--- src/rtl/mem_port_arbiter_pkg.sv ---
// Shared state encoding and defaults for the IF/MEM unified memory port arbiter.
// The timeout logic is built only when ARB_TIMEOUT_EN is defined.
package mem_port_arbiter_pkg;

  typedef enum logic [1:0] {
    ARB_IDLE   = 2'd0,
    ARB_IF_ACC = 2'd1,
    ARB_DM_ACC = 2'd2
  } arb_state_e;

  localparam int unsigned ARB_TIMEOUT_DEFAULT = 255;

  // The wait counter is never narrower than 8 bits.
  function automatic int unsigned arb_cnt_width(input int unsigned limit);
    int unsigned w;
    w = $clog2(limit + 1);
    return (w < 8) ? 8 : w;
  endfunction

endpackage

--- src/rtl/mem_port_arbiter_wait_timer.sv ---
// Wait counter that aborts a memory access after TIMEOUT_CYCLES cycles without an ack.
// The module is only compiled when ARB_TIMEOUT_EN is defined.
`ifdef ARB_TIMEOUT_EN
module arb_wait_timer
  import mem_port_arbiter_pkg::*;
#(
  parameter int unsigned TIMEOUT_CYCLES = ARB_TIMEOUT_DEFAULT
) (
  input  logic clk_i,
  input  logic rst_ni,
  input  logic clear_i,
  input  logic active_i,
  input  logic ack_i,
  output logic expired_o
);

  localparam int unsigned CNT_W = arb_cnt_width(TIMEOUT_CYCLES);

  logic [CNT_W-1:0] cnt_q, cnt_d;

  // The cycle in which the counter holds TIMEOUT_CYCLES-1 is the last allowed wait cycle.
  assign expired_o = active_i & ~ack_i & (cnt_q == CNT_W'(TIMEOUT_CYCLES - 1));

  always_comb begin
    cnt_d = cnt_q;
    if (clear_i) begin
      cnt_d = '0;
    end else if (active_i && !ack_i) begin
      cnt_d = cnt_q + 1'b1;
    end
  end

  always_ff @(posedge clk_i) begin
    if (!rst_ni) begin
      cnt_q <= '0;
    end else begin
      cnt_q <= cnt_d;
    end
  end

endmodule
`endif

--- src/rtl/mem_port_arbiter.sv ---
// Arbitrates the single unified memory bus between instruction fetch and load/store.
// Optional access timeout is enabled with the ARB_TIMEOUT_EN macro.
module mem_port_arbiter
  import mem_port_arbiter_pkg::*;
#(
  parameter int unsigned ADDR_W         = 32,
  parameter int unsigned DATA_W         = 32,
  parameter int unsigned TIMEOUT_CYCLES = ARB_TIMEOUT_DEFAULT
) (
  input  logic                Clk,
  input  logic                Rst_n,
  input  logic                If_req,
  input  logic [ADDR_W-1:0]   If_addr,
  output logic [DATA_W-1:0]   If_rdata,
  output logic                If_ready,
  input  logic                Dm_req,
  input  logic                Dm_we,
  input  logic [ADDR_W-1:0]   Dm_addr,
  input  logic [DATA_W-1:0]   Dm_wdata,
  input  logic [DATA_W/8-1:0] Dm_be,
  output logic [DATA_W-1:0]   Dm_rdata,
  output logic                Dm_ready,
  output logic                Mem_req,
  output logic                Mem_we,
  output logic [ADDR_W-1:0]   Mem_addr,
  output logic [DATA_W-1:0]   Mem_wdata,
  output logic [DATA_W/8-1:0] Mem_be,
  input  logic                Mem_ack,
  input  logic [DATA_W-1:0]   Mem_rdata,
  output logic                Mem_timeout,
  output logic                Stall_mem_port
);

  arb_state_e          state_q, state_d;
  logic                req_q, req_d;
  logic                we_q, we_d;
  logic [ADDR_W-1:0]   addr_q, addr_d;
  logic [DATA_W-1:0]   wdata_q, wdata_d;
  logic [DATA_W/8-1:0] be_q, be_d;
  logic                grant_if, grant_dm, done, expired;

`ifdef ARB_TIMEOUT_EN
  arb_wait_timer #(
    .TIMEOUT_CYCLES (TIMEOUT_CYCLES)
  ) u_wait_timer (
    .clk_i     (Clk),
    .rst_ni    (Rst_n),
    .clear_i   (grant_if | grant_dm),
    .active_i  (state_q != ARB_IDLE),
    .ack_i     (Mem_ack),
    .expired_o (expired)
  );
`else
  assign expired = 1'b0;
`endif

  // An ack seen in IDLE is not qualified by an outstanding request and is dropped.
  assign done        = (state_q != ARB_IDLE) & (Mem_ack | expired);
  assign If_ready    = (state_q == ARB_IF_ACC) & done;
  assign Dm_ready    = (state_q == ARB_DM_ACC) & done;
  assign If_rdata    = expired ? '0 : Mem_rdata;
  assign Dm_rdata    = expired ? '0 : Mem_rdata;
  assign Mem_timeout = expired;
  assign Stall_mem_port = (If_req & ~If_ready) | (Dm_req & ~Dm_ready);

  assign Mem_req   = req_q;
  assign Mem_we    = we_q;
  assign Mem_addr  = addr_q;
  assign Mem_wdata = wdata_q;
  assign Mem_be    = be_q;

  // On completion only the other requester may be granted, which enforces alternation.
  always_comb begin
    state_d  = state_q;
    grant_if = 1'b0;
    grant_dm = 1'b0;
    case (state_q)
      ARB_IDLE: begin
        if (Dm_req)      grant_dm = 1'b1;
        else if (If_req) grant_if = 1'b1;
      end
      ARB_IF_ACC: begin
        if (done) begin
          if (Dm_req) grant_dm = 1'b1;
          else        state_d  = ARB_IDLE;
        end
      end
      ARB_DM_ACC: begin
        if (done) begin
          if (If_req) grant_if = 1'b1;
          else        state_d  = ARB_IDLE;
        end
      end
      default: state_d = ARB_IDLE;
    endcase
    if (grant_dm) state_d = ARB_DM_ACC;
    if (grant_if) state_d = ARB_IF_ACC;
  end

  always_comb begin
    req_d   = req_q;
    we_d    = we_q;
    addr_d  = addr_q;
    wdata_d = wdata_q;
    be_d    = be_q;
    if (grant_dm) begin
      req_d   = 1'b1;
      we_d    = Dm_we;
      addr_d  = Dm_addr;
      wdata_d = Dm_wdata;
      be_d    = Dm_be;
    end else if (grant_if) begin
      req_d  = 1'b1;
      we_d   = 1'b0;
      addr_d = If_addr;
      be_d   = '1;
    end else if (done) begin
      req_d = 1'b0;
    end
  end

  always_ff @(posedge Clk) begin
    if (!Rst_n) begin
      state_q <= ARB_IDLE;
      req_q   <= 1'b0;
      we_q    <= 1'b0;
      addr_q  <= '0;
      wdata_q <= '0;
      be_q    <= '0;
    end else begin
      state_q <= state_d;
      req_q   <= req_d;
      we_q    <= we_d;
      addr_q  <= addr_d;
      wdata_q <= wdata_d;
      be_q    <= be_d;
    end
  end

endmodule

--- config.mk ---
export PLATFORM = sky130hd
export DESIGN_NAME = mem_port_arbiter
export DESIGN_NICKNAME = d
export VERILOG_FILES = /design/src/rtl/mem_port_arbiter_pkg.sv /design/src/rtl/mem_port_arbiter_wait_timer.sv /design/src/rtl/mem_port_arbiter.sv
export SDC_FILE = /design/constraint.sdc
export NUM_CORES = 1
export LEC_CHECK = 0
export CELL_PAD_IN_SITES_DETAIL_PLACEMENT = 1
export CELL_PAD_IN_SITES_GLOBAL_PLACEMENT = 2
export CORE_UTILIZATION = 17
export DETAILED_ROUTE_END_ITERATION = 8
export HOLD_SLACK_MARGIN = 0.08
export PLACE_DENSITY = 0.85
export SLEW_MARGIN = 20
export SYNTH_ARGS = -nofsm -noshare
export SYNTH_HDL_FRONTEND = slang
export SYNTH_SLANG_ARGS = --single-unit
--- constraint.sdc ---
create_clock -name Clk -period 3.37 [get_ports Clk]
set_clock_uncertainty 0.05 [all_clocks]
set_input_delay 0.337 -clock Clk [delete_from_list [all_inputs] [get_ports Clk]]
set_output_delay 0.337 -clock Clk [all_outputs]
set_load 0.05 [all_outputs]
==> flow_metrics.tcl, run 1 <==
set metrics [dict create \
    outcome "complete, no violations" \
    post_synth_num_cell_types 26 \
    ys_ff_latch 72 \
    top_cell_types_by_occurrence_after_synthesis "131 x sky130_fd_sc_hd__nand2_1, 72 x sky130_fd_sc_hd__dfxtp_1, 66 x sky130_fd_sc_hd__buf_4" \
    synth_top_cells_by_area "sky130_fd_sc_hd__dfxtp_1 43%, sky130_fd_sc_hd__buf_4 15%, sky130_fd_sc_hd__nand2_1 15%, sky130_fd_sc_hd__a31oi_1 6.0%, sky130_fd_sc_hd__a21oi_1 4.2%" \
    synthAdderAreaFrac_pct 0 \
    post_cts_buffers 0 \
    die_width_um 142 \
    ys_seq_area_share_pct 43.1 \
    gr-usage-all-layers_pct 11.0 \
    synth.avg_cell_area_um2 7.91 \
    detail-route-antenna-nets 0 \
    die_h_um 142 \
    yosys_warnings 0 \
    synth_most_common_cell "sky130_fd_sc_hd__nand2_1" \
    dp_hpwl_um 7760 \
    global_route.overflow_total 0 \
    post_cts_resized 0 \
    cp_data_arrival_time_ps 2130 \
    detail_route.wl_per_cell_um 13.9 \
    final_period_minus_worst_setup_slack_ps 2510 \
    async_reset_ff_share_pct 0 \
    clkLatencyLatePin_ps 330 \
    initial_utilization_pct 17.6 \
    maximum_vdd_ir_drop_mv 0.203 \
    p_per_area_nw_per_um2 550 \
    tritoncts "built" \
    smallest_hold_slack_ps 340 \
    clock_tree.root_cell "sky130_fd_sc_hd__clkbuf_16" \
    grt_first_pass_wirelength_um 16900 \
    post_synth_mux_area_share_pct 0 \
    synth_top_cell_area_share_pct 43.1 \
    hold-path-endpoint "Mem_be[1]" \
    die_footprint_um2 20200 \
    route.vias.total 3146 \
    synth_top_family_by_area "buffers and inverters" \
    slew_headroom_pct 60.5 \
    tightest_slew_ps 591 \
    setup_total_negative_slack_ps 0 \
    max_cap_violations 0 \
    cts_hold_repair.buffers 0 \
    min_from "Rst_n" \
    top_level_ports 276 \
    layout_worst_path_cycle_share_pct 74.6 \
    synth-compound-area-share_pct 19.3 \
    drt_drc_violations_left 0 \
    critical_path_peak_fanout 7 \
    wirelength_um 11000 \
    cp_slowest_stage_delay_ps 860 \
    cts-htree-levels 3 \
    critical_path.reg2reg.endpoint "Mem_addr[18]" \
    yosys.area.top_type "sky130_fd_sc_hd__dfxtp_1" \
    cts_made_buffers 9 \
    cts.clk_slew.worst_paths_ps 60 \
    cell_count_of_the_worst_hold_path 2 \
    n_diodes 0 \
    pin_count_of_the_biggest_net_entering_global_routing 66 \
    criticalPathCategory "input pin to output port" \
    nets 663 \
    r2r.worst_path.cells 5 \
    path_buf_inv 2 \
    synth_xor_area_share_pct 0 \
    hold_path.class "input pin to flop" \
    simple_gate_share_of_the_synthesized_area_pct 17.1 \
    unrepaired_setup_endpoints_after_global_routing "false" \
    worstSetupStartpointType "input pin" \
    netlist_area_um2 3340 \
    number_of_global_route_vias_before_repair 3146 \
    synthCells 423 \
    detailedRoute.firstIterationViolations 95 \
    crit_top_cell "sky130_fd_sc_hd__clkdlybuf4s50_1" \
    synth.net_count 561 \
    clockBufferDepth 2 \
    nFillCells 2277 \
    tritoncts_num_sinks 72 \
    timing.final.max_slew_violations 0 \
    timing.critical_path.required_ps 2980 \
    gp_congestion 0.694 \
    worstReg2RegStart "state_q[0]" \
    vias_per_cell 3.98 \
    setup_viol 0 \
    router_iterations_before_antenna_repair 4 \
    setup.worst_path.end_class "output port" \
    worst_path_dominant_cell_family "buffers and inverters" \
    ys_dominant_reg_cell "sky130_fd_sc_hd__dfxtp_1" \
    area_growth_syn_to_layout_pct 54.4 \
    drive_above_1_share_pct 5.66 \
    core_area_um2 19000 \
    ff2ff_setup_slack_ps 1350 \
    static-leakage-power_uw 0.00189 \
    max_clock_freq_mhz 398 \
    crit_path_cell_trace "clkdlybuf4s50_1 > and3b_1 > o21ai_0 > clkdlybuf4s50_1" \
    hold_viol_final 0 \
    placement_rows 50 \
    port-buffer-count 178 \
    grt_antenna_before_repair 0 \
    critPathSlowestCell "sky130_fd_sc_hd__clkdlybuf4s50_1" \
    synth_enable_flop_cells 0 \
]
sequential cells by signal, summed over array words and instances, names as in the netlist:
register   cells
state_q        2
Mem_wdata     32
Mem_we         1
Mem_be         4
Mem_req        1
Mem_addr      32
layout make-up:
class | count | area, µm² | area share (%)
clock buffers | 13 | 250 | 4.84
clock inverters | 3 | 65.1 | 1.26
inverters | 2 | 7.51 | 0.145
multi-input cells | 254 | 1230 | 23.7
flip-flops and latches | 72 | 1440 | 27.9
well taps | 260 | 325 | 6.30
repair buffers | 186 | 1850 | 35.8
kinds of logic after synthesis:
kind of cell / count (synthesis)
buffers and inverters: 97
DFF: 72
AOI/OAI and AO/OA: 108
other: 1
and+or+nand+nor: 145
layout by cell type, fill, tap and decap left out, types with 2 or more instances in the layout:
| cell type | Yosys | layout |
|---|---|---|
| sky130_fd_sc_hd__dfxtp_1 | 72 | 72 |
| sky130_fd_sc_hd__bufinv_16 | 0 | 2 |
| sky130_fd_sc_hd__clkdlybuf4s50_1 | 0 | 177 |
| sky130_fd_sc_hd__a21boi_0 | 6 | 6 |
| sky130_fd_sc_hd__nor2_1 | 5 | 5 |
| sky130_fd_sc_hd__nand3b_1 | 2 | 2 |
| sky130_fd_sc_hd__clkbuf_1 | 7 | 3 |
| sky130_fd_sc_hd__o21ai_1 | 11 | 11 |
| sky130_fd_sc_hd__a21oi_1 | 28 | 28 |
| sky130_fd_sc_hd__a31oi_1 | 32 | 32 |
| sky130_fd_sc_hd__buf_4 | 66 | 7 |
| sky130_fd_sc_hd__clkbuf_16 | 0 | 9 |
| sky130_fd_sc_hd__o21ai_0 | 24 | 24 |
| sky130_fd_sc_hd__o221a_2 | 4 | 4 |
| sky130_fd_sc_hd__nand2_1 | 131 | 131 |
| sky130_fd_sc_hd__nor2b_1 | 2 | 2 |
report_power, final:
| group | internal, µW | total (µW) | leakage, µW | switching [µW] |
|---|---|---|---|---|
| combinational | 319 | 825 | 0.00114 | 505 |
| sequential | 935 | 977 | 0.000596 | 42.2 |
| clock | 669 | 1040 | 0.000154 | 368 |
| total | 1920 | 2840 | 0.00189 | 916 |
per-layer routing:
| metal | part of all wire (%) | routed length [µm] | track usage (%) | vias to the layer above |
|---|---|---|---|---|
| li1 | - | - | - | 1546 |
| met1 | 43 | 4740 | 12.7 | 1461 |
| met2 | 47 | 5170 | 18.3 | 106 |
| met4 | 2.1 | 230 | 4.75 | 0 |
| met5 | 0 | 0 | 0 | - |
| met3 | 7.6 | 836 | 3.90 | 33 |
worst register-to-register path, stage by stage, from the launching register on:
cell and delay, ps:
sky130_fd_sc_hd__dfxtp_1 410, sky130_fd_sc_hd__nor2b_1 280, sky130_fd_sc_hd__or3_2 550, sky130_fd_sc_hd__buf_4 380, sky130_fd_sc_hd__nand2_1 90, sky130_fd_sc_hd__a31oi_1 180
how the worst max path moves through the flow:
stage                     startpoint        endpoint  slack, ps  cells past startpoint
after floorplan           state_q[1]  Stall_mem_port       1010                      3
after global placement       Mem_ack  Stall_mem_port        830                      4
after detailed placement     Mem_ack    Mem_addr[18]        830                      6
after global routing         Mem_ack  Stall_mem_port        740                      4
after CTS                    Mem_ack  Stall_mem_port        840                      4
final                        Mem_ack  Stall_mem_port        860                      4
stage by stage:
step           setup slack [ps]  total power, µW  utilization [%]  instance area [µm²]  std cells
6_report                    856             2840             27.2                 5160        790
5_1_grt                     738             2990             27.2                 5160        790
4_1_cts                     836             2910             27.2                 5160        790
3_5_place_dp                828             1830             25.5                 4850        774
3_3_place_gp                830             1830             25.5                 4850        774
2_1_floorplan              1010             1700                -                 3340        423
Power figures use the tool's default switching activity.
==> inputs of run 2 (changes only) <==
--- a/config.mk
+++ b/config.mk
@@ -7,10 +7,10 @@
 export LEC_CHECK = 0
 export CELL_PAD_IN_SITES_DETAIL_PLACEMENT = 1
 export CELL_PAD_IN_SITES_GLOBAL_PLACEMENT = 2
-export CORE_UTILIZATION = 17
+export CORE_UTILIZATION = 14
 export DETAILED_ROUTE_END_ITERATION = 8
 export HOLD_SLACK_MARGIN = 0.08
-export PLACE_DENSITY = 0.85
+export PLACE_DENSITY = 0.74
 export SLEW_MARGIN = 20
 export SYNTH_ARGS = -nofsm -noshare
 export SYNTH_HDL_FRONTEND = slang
==> constraint.sdc (replaced) <==
create_clock -name Clk -period 2.1 [get_ports Clk]
set_clock_uncertainty 0.05 [all_clocks]
set_input_delay 0.21 -clock Clk [delete_from_list [all_inputs] [get_ports Clk]]
set_output_delay 0.21 -clock Clk [all_outputs]
set_load 0.05 [all_outputs]
==> flow_metrics.tcl, run 2 (same netlist as run 1, synthesis figures left out) <==
set metrics [dict create \
    max_cap_violations 0 \
    final_cell_count_no_fill 852 \
    critPathSlowestCell "sky130_fd_sc_hd__clkdlybuf4s50_1" \
    top_level_ports 276 \
    grt_antenna_before_repair 0 \
    min_from "Rst_n" \
    cts-htree-levels 3 \
    cp_data_arrival_time_ps 1510 \
    route.vias.total 3129 \
    gp_congestion 0.697 \
    r2r.worst_path.cells 5 \
    clkLatencyLatePin_ps 330 \
    die_width_um 157 \
    worst_path_dominant_cell_family "buffers and inverters" \
    grt_first_pass_wirelength_um 17600 \
    setup_viol 0 \
    post_cts_buffers 0 \
    core_area_um2 23500 \
    detailedRoute.firstIterationViolations 105 \
    timing.critical_path.required_ps 1840 \
    max_clock_freq_mhz 566 \
    place_worst_setup_slack_ps 164 \
    detail-route-antenna-nets 0 \
    p_per_area_nw_per_um2 847 \
    outcome "complete, no violations" \
    global_route.overflow_total 0 \
    critical_path_peak_fanout 2 \
    post_cts_resized 0 \
    worstSetupStartpointType "flop" \
    number_of_global_route_vias_before_repair 3298 \
    gr-usage-all-layers_pct 9.40 \
    clockBufferDepth 2 \
    layout_worst_path_cycle_share_pct 84.2 \
    hold_path.class "input pin to flop" \
    slew_headroom_pct 62.0 \
    cp_slowest_stage_delay_ps 850 \
    setup_total_negative_slack_ps 0 \
    vias_per_cell 3.67 \
    final_util_pct 22.6 \
    post-place-cells 836 \
    wirelength_um 11200 \
    cts.clk_slew.worst_paths_ps 60 \
    final_period_minus_worst_setup_slack_ps 1770 \
    cts_made_buffers 9 \
    unrepaired_setup_endpoints_after_global_routing "false" \
    tritoncts_num_sinks 72 \
    timing.final.max_slew_violations 0 \
    cts_hold_repair.buffers 0 \
    crit_path_cell_trace "clkdlybuf4s50_1" \
    setup.worst_path.end_class "output port" \
    placement_rows 56 \
    die_footprint_um2 24500 \
    maximum_vdd_ir_drop_mv 0.283 \
    critical_path_cell_count 1 \
    n_diodes 0 \
    criticalPathCategory "flop to output port" \
    cell_count_of_the_worst_hold_path 3 \
    final_common_cell "sky130_fd_sc_hd__clkdlybuf4s50_1" \
    dp_hpwl_um 8010 \
    path_buf_inv 1 \
    port-buffer-count 178 \
    static-leakage-power_uw 0.00193 \
    pin_count_of_the_biggest_net_entering_global_routing 46 \
    detail_route.wl_per_cell_um 13.2 \
    crit_path_start "Mem_addr[0]" \
    router_iterations_before_antenna_repair 4 \
    timing.final.ws_setup_ps 332 \
    drive_above_1_share_pct 6.94 \
    worstReg2RegStart "state_q[0]" \
    area_growth_syn_to_layout_pct 58.5 \
    tritoncts "built" \
    initial_utilization_pct 14.2 \
    tightest_slew_ps 569 \
    nets 666 \
    drt_drc_violations_left 0 \
    hold_viol_final 0 \
    power.total_uw 4490 \
    final_cell_mix "174 x sky130_fd_sc_hd__clkdlybuf4s50_1, 131 x sky130_fd_sc_hd__nand2_1, 72 x sky130_fd_sc_hd__dfxtp_1" \
    clock_tree.root_cell "sky130_fd_sc_hd__clkbuf_16" \
    die_h_um 157 \
]
==> run 2: changes by cell type in the layout (fill, tap and decap cells not counted) <==
cell                              before  now
sky130_fd_sc_hd__bufinv_16             2    1
sky130_fd_sc_hd__o21ai_0              24   23
sky130_fd_sc_hd__clkbuf_8              1    2
sky130_fd_sc_hd__clkinv_2              1    2
sky130_fd_sc_hd__o21ai_1              11   12
sky130_fd_sc_hd__clkbuf_1              3    2
sky130_fd_sc_hd__buf_12                1    6
sky130_fd_sc_hd__buf_4                 7    8
sky130_fd_sc_hd__clkdlybuf4s50_1     177  174
==> run 2: final timing paths <==
check	endpoint	slack [ps]
worst max-delay path	Mem_addr[0]	330
worst min register to register	Mem_wdata[23]	400
worst min-delay path	state_q[1]	160
worst max register to register	Mem_addr[24]	400
==> run 2: routing by layer <==
metal | GRT usage [%] | vias up | share of wire (%)
met5 | 0 | - | 0
met4 | 3.97 | 0 | 1.9
met3 | 2.85 | 22 | 7.1
met2 | 16.9 | 98 | 50
met1 | 10.2 | 1457 | 41
li1 | - | 1552 | -
==> run 2: final cells by class <==
class | instances | area (µm²)
fill | 2764 | 18200
timing repair buffer | 189 | 1930
sequential | 72 | 1440
multi-input combinational | 254 | 1230
tap | 319 | 399
clock buffer | 13 | 260
clock inverter | 3 | 40.0
inverter | 2 | 7.51
==> run 2: report_power, final <==
group          switching, µW  total [µW]  internal, µW
combinational            814        1350           534
clock                    589        1570           982
sequential              68.5        1570          1500
==> run 2: metrics by stage <==
step	hold WS, ps	cell area [µm²]
after global placement	370	5000
after floorplan	275	3340
final	163	5300
after global routing	167	5300
after CTS	154	5300
after detailed placement	370	5000
==> inputs of run 3 (changes only) <==
==> constraint.sdc (replaced) <==
create_clock -name Clk -period 1.6 [get_ports Clk]
set_clock_uncertainty 0.05 [all_clocks]
set_input_delay 0.16 -clock Clk [delete_from_list [all_inputs] [get_ports Clk]]
set_output_delay 0.16 -clock Clk [all_outputs]
set_load 0.05 [all_outputs]
==> flow_metrics.tcl, run 3 (same netlist as run 1, synthesis figures left out) <==
set metrics [dict create \
    layout_worst_path_cycle_share_pct 98.4 \
    port-buffer-count 178 \
    timing.final.max_slew_violations 0 \
    final_common_cell "sky130_fd_sc_hd__nand2_1" \
    criticalPathCategory "flop to flop" \
    core_area_um2 23500 \
    grtUsageMet1_pct 10.5 \
    final_cell_count_no_fill 869 \
    static-leakage-power_uw 0.00218 \
    hold_path.class "input pin to flop" \
    maximum_vdd_ir_drop_mv 0.428 \
    outcome "complete, no violations" \
    route.vias.total 3196 \
    dp_hpwl_um 8420 \
    clock_tree.root_cell "sky130_fd_sc_hd__clkbuf_16" \
    worstSetupStartpointType "flop" \
    post-route-cell-area_um2 5400 \
    detail_route.wl_per_cell_um 13.6 \
    grt_antenna_before_repair 0 \
    p_per_area_nw_per_um2 1140 \
    die_width_um 157 \
    router_iterations_before_antenna_repair 4 \
    post-place-cells 847 \
    final_cell_mix "131 x sky130_fd_sc_hd__nand2_1, 104 x sky130_fd_sc_hd__clkdlybuf4s50_1, 85 x sky130_fd_sc_hd__buf_4" \
    die_h_um 157 \
    initial_utilization_pct 14.2 \
    max_cap_violations 0 \
    grt_first_pass_wirelength_um 17300 \
    place_area_um2 4950 \
    pin_count_of_the_biggest_net_entering_global_routing 46 \
    number_of_global_route_vias_before_repair 3230 \
    tritoncts_num_sinks 72 \
    detailedRoute.firstIterationViolations 120 \
    placement_rows 56 \
    cp_data_arrival_time_ps 1750 \
    cts.clk_slew.worst_paths_ps 60 \
    hold_viol_final 0 \
    critical_path_peak_fanout 8 \
    clockBufferDepth 2 \
    cell_count_of_the_worst_hold_path 3 \
    power.total_uw 6170 \
    setup_viol 0 \
    gr-usage-all-layers_pct 9.34 \
    nets 683 \
    top_usage_layer "met2" \
    final_period_minus_worst_setup_slack_ps 1570 \
    tritoncts "built" \
    gp_congestion 0.700 \
    cts_made_buffers 9 \
    r2r.worst_path.cells 7 \
    unrepaired_setup_endpoints_after_global_routing "true" \
    die_footprint_um2 24500 \
    clkLatencyLatePin_ps 330 \
    drt_drc_violations_left 0 \
    n_diodes 0 \
    drive_above_1_share_pct 23.5 \
    area_growth_syn_to_layout_pct 61.3 \
    timing.final.ws_setup_ps 25.3 \
    grt_util_met2_pct 15.8 \
    global_route.usage.met3_pct 2.44 \
    final_util_pct 23.0 \
    wirelength_um 11800 \
    place_worst_setup_slack_ps -340 \
    vias_per_cell 3.68 \
    max_clock_freq_mhz 635 \
    top_level_ports 276 \
    timing.critical_path.required_ps 1780 \
    setup.worst_path.end_class "flop" \
    cts-htree-levels 3 \
    global_route.overflow_total 0 \
    detail-route-antenna-nets 0 \
]
==> run 3: report_power, final <==
group,internal (µW),switching (µW)
clock,1450,796
combinational,742,1110
sequential,1970,89.6
total,4170,2000
==> run 3: per-layer routing <==
layer  vias to the layer above  routed length [µm]
li1                       1584                   -
met1                      1476                4840
met2                       104                5850
met4                         0                 385
met5                         -                   0
met3                        32                 712
==> run 3: critical path, stage by stage, from the launching register on <==
cell	delay, ps
sky130_fd_sc_hd__dfxtp_2	320
sky130_fd_sc_hd__buf_6	120
sky130_fd_sc_hd__or2_4	230
sky130_fd_sc_hd__o211ai_4	250
sky130_fd_sc_hd__buf_4	180
sky130_fd_sc_hd__clkbuf_16	150
sky130_fd_sc_hd__buf_4	110
sky130_fd_sc_hd__a31oi_1	60
==> run 3: path summary, 6_finish.rpt <==
check / start / slack, ps / endpoint
worst max-delay path: state_q[0] / 30 / Mem_addr[13]
worst min-delay path: Rst_n / 90 / state_q[1]
worst max register to register: state_q[0] / 30 / Mem_addr[13]
worst min register to register: Mem_wdata[19] / 400 / Mem_wdata[19]
==> run 3: metrics by stage <==
step,hold WS (ps),TNS (ps)
global placement,270,-19790
global route,86.6,-645
finish,87.0,0
CTS,80.3,0
detailed placement,270,-20760
floorplan,225,0
==> run 3: final cells by class <==
class / instances / area [µm²]
clock buffer: 12 / 256
tap: 319 / 399
timing repair buffer: 206 / 1970
multi-input combinational: 254 / 1240
sequential: 72 / 1440
fill: 2771 / 18100
inverter: 2 / 7.51
clock inverter: 4 / 76.3
==> run 3: timing repair <==
item	CTS	global route
setup buffers	0	4
endpoints found under the setup margin	1	53
pin swaps	0	2
gates resized for setup	1	17
gates cloned	0	2
hold buffers	0	0
